--- config.mk ---
export PLATFORM = sky130hd
export DESIGN_NAME = cgra_mport_bridge
export DESIGN_NICKNAME = d
export VERILOG_FILES = /design/src/rtl/cgra_mport_bridge.sv
export SDC_FILE = /design/constraint.sdc
export NUM_CORES = 1
export LEC_CHECK = 0
export ABC_AREA = 1
export CAP_MARGIN = 40
export CORE_AREA = 5 5 324 326
export CTS_BUF_LIST = sky130_fd_sc_hd__clkbuf_4 sky130_fd_sc_hd__clkbuf_8 sky130_fd_sc_hd__clkbuf_16
export DETAILED_ROUTE_END_ITERATION = 10
export DIE_AREA = 0 0 329 331
export PLACE_DENSITY = 0.5
export SLEW_MARGIN = 20
export SYNTH_ARGS = -nofsm -noshare
export SYNTH_HDL_FRONTEND = slang
export SYNTH_SLANG_ARGS = --single-unit
export TNS_END_PERCENT = 20
--- constraint.sdc ---
create_clock -name clk_i -period 1.1 [get_ports clk_i]
set_input_delay 0.11 -clock clk_i [delete_from_list [all_inputs] [get_ports clk_i]]
set_output_delay 0.11 -clock clk_i [all_outputs]
set_load 0.005 [all_outputs]
--- src/rtl/cgra_mport_bridge.sv ---
// cgra_mport_bridge: per-channel bridge between the CGRA master ports and the
// OBI-style system bus, plus the CGRA event-to-interrupt aggregator.
// Each channel has a one-entry request buffer, an outstanding-transaction
// limiter, a registered response stage and a sticky protocol-error flag.
// Channels are independent; all vectors are packed channel-major.
module cgra_mport_bridge #(
    parameter int N_MP      = 4,
    parameter int ADDR_W    = 32,
    parameter int DATA_W    = 32,
    parameter int MAX_OUTST = 2,
    parameter int N_EVT     = 1
) (
    input  logic                       clk_i,
    input  logic                       rstn_i,
    // CGRA side
    input  logic [N_MP-1:0]            cgra_req_i,
    input  logic [N_MP*ADDR_W-1:0]     cgra_add_i,
    input  logic [N_MP-1:0]            cgra_wen_i,
    input  logic [N_MP*DATA_W/8-1:0]   cgra_be_i,
    input  logic [N_MP*DATA_W-1:0]     cgra_wdata_i,
    output logic [N_MP-1:0]            cgra_gnt_o,
    output logic [N_MP-1:0]            cgra_r_valid_o,
    output logic [N_MP*DATA_W-1:0]     cgra_rdata_o,
    // Bus side
    output logic [N_MP-1:0]            bus_req_o,
    output logic [N_MP-1:0]            bus_we_o,
    output logic [N_MP*DATA_W/8-1:0]   bus_be_o,
    output logic [N_MP*ADDR_W-1:0]     bus_addr_o,
    output logic [N_MP*DATA_W-1:0]     bus_wdata_o,
    input  logic [N_MP-1:0]            bus_gnt_i,
    input  logic [N_MP-1:0]            bus_rvalid_i,
    input  logic [N_MP*DATA_W-1:0]     bus_rdata_i,
    // Protocol errors
    output logic [N_MP-1:0]            err_o,
    input  logic [N_MP-1:0]            err_clr_i,
    // Interrupts
    input  logic [N_EVT-1:0]           evt_i,
    input  logic [N_EVT-1:0]           irq_en_i,
    input  logic [N_EVT-1:0]           irq_clr_i,
    output logic [N_EVT-1:0]           irq_pending_o,
    output logic                       int_o
);

    localparam int BE_W  = DATA_W / 8;
    localparam int CNT_W = $clog2(MAX_OUTST + 1);
    localparam logic [CNT_W-1:0] CNT_MAX = CNT_W'(MAX_OUTST);
    localparam logic [CNT_W-1:0] CNT_ONE = CNT_W'(1);

    // ------------------------------------------------------------------
    // Per-channel request / response datapath
    // ------------------------------------------------------------------
    for (genvar c = 0; c < N_MP; c++) begin : g_ch

        logic              slot_v;
        logic [ADDR_W-1:0] slot_addr;
        logic              slot_we;
        logic [BE_W-1:0]   slot_be;
        logic [DATA_W-1:0] slot_wdata;
        logic [CNT_W-1:0]  cnt;
        logic [CNT_W-1:0]  cnt_next;
        logic              rsp_v;
        logic [DATA_W-1:0] rsp_data;
        logic              err;

        logic              req_ok;
        logic              bus_hs;
        logic              gnt;
        logic              capture;
        logic              rvalid;
        logic              err_set;

        // A buffered request may go out only while the channel is below its
        // outstanding limit; the slot can refill in the cycle it is handed off.
        assign rvalid  = bus_rvalid_i[c];
        assign req_ok  = slot_v && (cnt < CNT_MAX);
        assign bus_hs  = req_ok && bus_gnt_i[c];
        assign gnt     = !slot_v || bus_hs;
        assign capture = cgra_req_i[c] && gnt;

        // A response with nothing outstanding (and no handshake this cycle
        // that could account for it) is a protocol violation.
        assign err_set = rvalid && (cnt == '0) && !bus_hs;

        // Slot occupancy: filled on a CGRA handshake, emptied on a bus
        // handshake unless a new request refills it in the same cycle.
        always_ff @(posedge clk_i or negedge rstn_i) begin
            if (!rstn_i) begin
                slot_v <= 1'b0;
            end else if (capture) begin
                slot_v <= 1'b1;
            end else if (bus_hs) begin
                slot_v <= 1'b0;
            end
        end

        // Slot payload only changes on capture, so the bus-side payload is
        // stable while a request waits for grant and holds when the slot is empty.
        always_ff @(posedge clk_i or negedge rstn_i) begin
            if (!rstn_i) begin
                slot_addr  <= '0;
                slot_we    <= 1'b0;
                slot_be    <= '0;
                slot_wdata <= '0;
            end else if (capture) begin
                slot_addr  <= cgra_add_i[c*ADDR_W +: ADDR_W];
                slot_we    <= !cgra_wen_i[c];
                slot_be    <= cgra_be_i[c*BE_W +: BE_W];
                slot_wdata <= cgra_wdata_i[c*DATA_W +: DATA_W];
            end
        end

        // Outstanding count: up on handshake, down on response, unchanged when
        // both happen; a stray response at zero leaves it at zero.
        always_comb begin
            cnt_next = cnt;
            if (bus_hs && !rvalid) begin
                cnt_next = cnt + CNT_ONE;
            end else if (!bus_hs && rvalid && (cnt != '0)) begin
                cnt_next = cnt - CNT_ONE;
            end
        end

        // Outstanding count register.
        always_ff @(posedge clk_i or negedge rstn_i) begin
            if (!rstn_i) begin
                cnt <= '0;
            end else begin
                cnt <= cnt_next;
            end
        end

        // Registered response stage; data holds between responses.
        always_ff @(posedge clk_i or negedge rstn_i) begin
            if (!rstn_i) begin
                rsp_v    <= 1'b0;
                rsp_data <= '0;
            end else begin
                rsp_v <= rvalid;
                if (rvalid) begin
                    rsp_data <= bus_rdata_i[c*DATA_W +: DATA_W];
                end
            end
        end

        // Sticky protocol-error flag; a new error beats a simultaneous clear.
        always_ff @(posedge clk_i or negedge rstn_i) begin
            if (!rstn_i) begin
                err <= 1'b0;
            end else if (err_set) begin
                err <= 1'b1;
            end else if (err_clr_i[c]) begin
                err <= 1'b0;
            end
        end

        assign cgra_gnt_o[c]                      = gnt;
        assign cgra_r_valid_o[c]                  = rsp_v;
        assign cgra_rdata_o[c*DATA_W +: DATA_W]   = rsp_data;
        assign bus_req_o[c]                       = req_ok;
        assign bus_we_o[c]                        = slot_we;
        assign bus_be_o[c*BE_W +: BE_W]           = slot_be;
        assign bus_addr_o[c*ADDR_W +: ADDR_W]     = slot_addr;
        assign bus_wdata_o[c*DATA_W +: DATA_W]    = slot_wdata;
        assign err_o[c]                           = err;
    end

    // ------------------------------------------------------------------
    // Interrupt aggregation
    // ------------------------------------------------------------------
    logic [N_EVT-1:0] evt_q;
    logic [N_EVT-1:0] pending;
    logic [N_EVT-1:0] evt_rise;

    assign evt_rise = evt_i & ~evt_q;

    // Delayed copy of the event lines for rising-edge detection.
    always_ff @(posedge clk_i or negedge rstn_i) begin
        if (!rstn_i) begin
            evt_q <= '0;
        end else begin
            evt_q <= evt_i;
        end
    end

    // Sticky pending bits; a rising edge beats a simultaneous clear.
    always_ff @(posedge clk_i or negedge rstn_i) begin
        if (!rstn_i) begin
            pending <= '0;
        end else begin
            pending <= (pending & ~irq_clr_i) | evt_rise;
        end
    end

    assign irq_pending_o = pending;
    assign int_o         = |(pending & irq_en_i);

endmodule

# [Word level (Yosys, flattened, before mapping)]
# Index checks and enable logic that the tools add are counted.
[totals] out_inout_bits=422 inputBits=425 ff_bits=426 wordCells=152
[classes] magnitude_cmp=4 bitwise=6 mux=24 reduce_logical=72 n_addsub=8
[ops] operator="1-bit logical AND" n=32
[ops] operator="2-bit nonzero test" n=16
[ops] operator="1-bit logical NOT" n=16
[ops] operator="1-bit 2-to-1 mux" n=16
[ops] operator="2-bit 2-to-1 mux" n=8
[ops] operator="2-bit by 1-bit adder with 2-bit output, second input constant" n=4
[ops] operator="2-bit logical NOT" n=4
[ops] operator="2-bit less-than comparator, second input constant" n=4
[ops] operator="2-bit by 1-bit subtractor with 2-bit output, second input constant" n=4
[ops] operator="1-bit logical OR" n=4
[ops] operator="1-bit bitwise AND" n=3
[ops] operator="1-bit NOT" n=2
[ops] operator="1-bit bitwise OR" n=1

# [Logic depth before layout (Yosys ltp)]
[logic_depth] ltp_word=8 ltp_mapped=6 ltp_nobuf=5

# [Worst setup path before layout]
# Ideal clock, no wire load.
[synth_path] path_type="reg2reg" from="reg g_ch[0].cnt[1]" to="reg g_ch[0].slot_addr[4]" slack_ns=-0.073 arrival_ns=1.057 synth_period_minus_slack_ns=1.173 t_required_ns=0.983 path_stages_with_launch=6 setup_ns=0.117 n_path_buf=1 cell_sequence="dfrtp_1 o21ai_4 nand2_1 buf_2 nand2_1 nand2_1"
[synth_between] elab_chain_cells=5
[synth_rtl] element="from (decl)" line="59" source="logic [CNT_W-1:0] cnt;"
[synth_rtl] element="from (signal assigned)" line="128" source="cnt <= cnt_next;"
[synth_rtl] element="2-bit less-than comparator" line="75" source="assign req_ok = slot_v && (cnt < CNT_MAX);"
[synth_rtl] element="1-bit logical AND" line="75"
[synth_rtl] element="1-bit logical AND" line="76" source="assign bus_hs = req_ok && bus_gnt_i[c];"
[synth_rtl] element="1-bit logical OR" line="77" source="assign gnt = !slot_v || bus_hs;"
[synth_rtl] element="1-bit logical AND" line="78" source="assign capture = cgra_req_i[c] && gnt;"
[synth_rtl] element="to (signal assigned)" line="105" source="slot_addr <= cgra_add_i[c*ADDR_W +: ADDR_W];"
[synth_rtl] element="to (decl)" line="55" source="logic [ADDR_W-1:0] slot_addr;"
# No other way between the ends.
# A chain may end at the register's enable or synchronous reset.

# [Worst setup path in the final report]
[layout_path] from="reg g_ch[3].cnt[1]" to="reg g_ch[3].slot_addr[20]"
[layout_between] elab_chain_cells=5
[layout_rtl] element="from (decl)" line="59"
[layout_rtl] element="from (signal assigned)" line="128"
[layout_rtl] element="2-bit less-than comparator" line="75"
[layout_rtl] element="1-bit logical AND" line="75"
[layout_rtl] element="1-bit logical AND" line="76"
[layout_rtl] element="1-bit logical OR" line="77"
[layout_rtl] element="1-bit logical AND" line="78"
[layout_rtl] element="to (signal assigned)" line="105"
[layout_rtl] element="to (decl)" line="55"
# No other way between the ends.

==> results.py <==
metrics = {
    "floorplan": {
        "die_h_um": 331,
        "start_util_pct": 16.42,
        "core_area_um2": 101400,
        "rows": 117,
        "die_w_um": 329,
        "die_area_um2": 108900,
        "num_io_pins": 847,
    },
    "timing": {
        "finalClockSkew_ns": 0.02161,
        "finalHoldViolCount": 0,
        "fin_crit_ns": 1.508,
        "slew_headroom_pct": 56.82,
        "fin_crit_sh_pct": 137.1,
        "finalSetupViolCount": 724,
        "timing.hold.ws_ns": 0.05348,
        "layout_setup_ws_ns": -0.4084,
        "clock.fmax_mhz": 663.0,
        "rsz0062_at_grt": "yes",
        "finalMaxSlewViolations": 0,
        "worst_slew_pin_slew_ns": 0.6455,
    },
    "global_routing": {
        "grt_pass1_wl_mm": 110.7,
        "grt_pass1_vias": 16828,
        "grt_max_degree": 67,
        "grt-ovfl-total": 0,
        "antenna_found_initial": 13,
        "grt_usage_pct": 13.40,
    },
    "clock_network": {
        "clk_pin_slew_ns": 0.06,
        "htree_levels": 2,
        "root_buffer": "clkbuf_16",
        "clk_latency_ns": 0.61,
        "cts_made_buffers": 52,
        "cts_tree": "done",
        "clock_path_buffers": 3,
        "clkSinkCount": 426,
    },
    "worst_setup_path": {
        "crit_end": "g_ch[3].slot_addr[20]",
        "path_max_fanout": 23,
        "r2r-start": "g_ch[3].cnt[1]",
        "critPathCaptureType": "flip-flop",
        "critPathKind": "flip-flop to flip-flop",
        "arrival_ns": 1.99,
        "crit_start": "g_ch[3].cnt[1]",
        "path_cells": "o21ai_4 > clkbuf_16 > buf_12 > nand2_8 > buf_12 > nand2_1 > nand2_1",
        "required_ns": 1.58,
        "regToRegEndpoint": "g_ch[3].slot_addr[20]",
        "cp_slowest_stage_delay_ns": 0.41,
        "worstRegToRegCells": 7,
        "slowest_stage": "dfrtp_1",
        "setup.worst_path.start_class": "flip-flop",
        "r2r_slack_ns": -0.41,
    },
    "place": {
        "placed_area_um2": 27630,
        "gp_congestion": 0.8361,
        "port_buffers": 846,
        "hpwlAfterDp_mm": 59.37,
    },
    "cells_and_area": {
        "layout_common_cells": "nand2_1, dfrtp_1, clkdlybuf4s50_1, nand3_1, dlygate4sd2_1",
        "fin_area_um2": 31780,
        "area_delta_synth_final_pct": 90.73,
        "drive_above_1_share_pct": 21.33,
        "layout_commonest_cell": "nand2_1",
        "nNetsFinal": 3377,
        "fillers": 10684,
    },
    "synth": {
        "ys_warn_count": 0,
        "syn_avg_cell_area_um2": 8.905,
        "ys_top_cells_by_area": "dfrtp_1, nand2_1, nand3_1",
        "netlist.top_cell.by_area": "dfrtp_1",
        "synth-seq-cells": 426,
        "synth_area_um2": 16660,
        "synth.distinct_cells": 15,
        "synth-seq-area-share_pct": 63.98,
        "synth_cells": 1871,
        "syn_nets": 2296,
        "synth_top_area_share_pct": 63.98,
    },
    "hold_path": {
        "hold_path_depth": 3,
        "hold_class": "input port to flip-flop",
    },
    "route": {
        "drc": 0,
        "wl_per_cell_um": 19.42,
        "first_pass_iters": 4,
        "viasPerCell": 3.845,
        "drt-total-wl_mm": 84.73,
        "num_vias": 16773,
        "drtIter0Drc": 885,
        "drtAntennaViolNets": 0,
    },
    "power": {
        "powerDensity_nw_per_um2": 2071,
        "p_leak_uw": 0.01602,
        "peakVddDrop_mv": 1.195,
    },
    "status": {
        "outcome": "complete, but fails checks",
        "violations": "setup timing",
    },
    "run": {
        "maxCapViolCount": 0,
    },
}
metal layers:
| metal | vias to the layer above | global-route usage [%] | share of wire, % |
|---|---|---|---|
| met4 | 6 | 4.529 | 3.3 |
| li1 | 8051 | - | - |
| met3 | 137 | 4.142 | 7.1 |
| met2 | 547 | 23.01 | 49 |
| met5 | - | 0 | 0.048 |
| met1 | 8032 | 15.97 | 40 |
cell families after synthesis:
family                 count (synthesis)  synth area share [%]
and+or+nand+nor                     1269                 30.83
DFF                                  426                 63.98
buffers and inverters                163                 4.536
AOI/OAI and AO/OA                     13                0.6534
where the power goes:
group	switching, uW	leakage, uW	internal, uW
clock	6940	0.000861	10500
sequential	3030	0.00521	20200
combinational	12000	0.00995	13200
total	21900	0.0160	43900
state kept, by name, indices dropped and copies added (netlist names):
signal / cells
g_ch.slot_wdata: 128
g_ch.rsp_v: 4
g_ch.slot_we: 4
g_ch.slot_addr: 128
g_ch.slot_be: 16
g_ch.slot_v: 4
g_ch.rsp_data: 128
evt_q: 1
irq_pending_o: 1
g_ch.err: 4
g_ch.cnt: 8
synthesized netlist by cell type:
library cell / n
inv_2: 4
buf_4: 20
nand3_1: 288
clkbuf_1: 61
o21ai_4: 3
nand2_2: 1
nand2_1: 972
nand4_1: 4
o21ai_2: 1
dfrtp_1: 426
nor2_1: 4
buf_2: 55
o22ai_1: 5
o21ai_1: 4
inv_1: 23
critical path: cells and delay by family (launching register included):
family                 cells  cell delay (ns)
buffers and inverters      3             0.49
flip-flops                 1             0.41
AO/OA/AOI/OAI              1             0.22
AND/OR/NAND/NOR            3             0.22
repair_timing:
| action | in CTS | in global routing |
|---|---|---|
| hold endpoints to repair | 590 | 0 |
| setup endpoints to repair | 704 | 727 |
| buffers inserted | 42 | 19 |
| gates cloned | 0 | 40 |
| hold buffers | 88 | 0 |
| gates resized for setup | 1010 | 258 |
| pin swaps | 7 | 56 |
layout make-up:
| class | count | area, um2 | share of cell area (%) |
|---|---|---|---|
| repair buffers | 1161 | 11640 | 36.62 |
| flip-flops and latches | 426 | 10670 | 33.57 |
| multi-input cells | 1284 | 5934 | 18.68 |
| well taps | 1368 | 1712 | 5.386 |
| clock buffers | 75 | 1560 | 4.910 |
| clock inverters | 13 | 146.4 | 0.4607 |
| inverters | 27 | 101.3 | 0.3189 |
| diodes | 8 | 20.02 | 0.06300 |
how the worst min path moves through the flow:
| stage | from | to |
|---|---|---|
| after floorplan | rstn_i | evt_q |
| after global placement | rstn_i | g_ch[0].rsp_data[8] |
| after detailed placement | rstn_i | g_ch[0].rsp_data[8] |
| after CTS | cgra_add_i[77] | g_ch[2].slot_addr[13] |
| after global routing | cgra_wdata_i[63] | g_ch[1].slot_wdata[31] |
| final | cgra_wdata_i[63] | g_ch[1].slot_wdata[31] |
metrics by stage:
| stage | TNS (ns) | cells | setup WS (ns) | util (%) | power [uW] |
|---|---|---|---|---|---|
| finish | -174.20 | 4362 | -0.4084 | 31.32 | 65800 |
| CTS | -201.40 | 4296 | -0.4846 | 29.58 | 61960 |
| global placement | -157.98 | 4079 | -0.6230 | 27.24 | 45340 |
| floorplan | -2.320 | 1871 | -0.01165 | - | 29700 |
| detailed placement | -161.41 | 4079 | -0.6263 | 27.24 | 45400 |
| global route | -226.15 | 4360 | -0.4718 | 31.32 | 69560 |
Power figures use the tool's default switching activity.
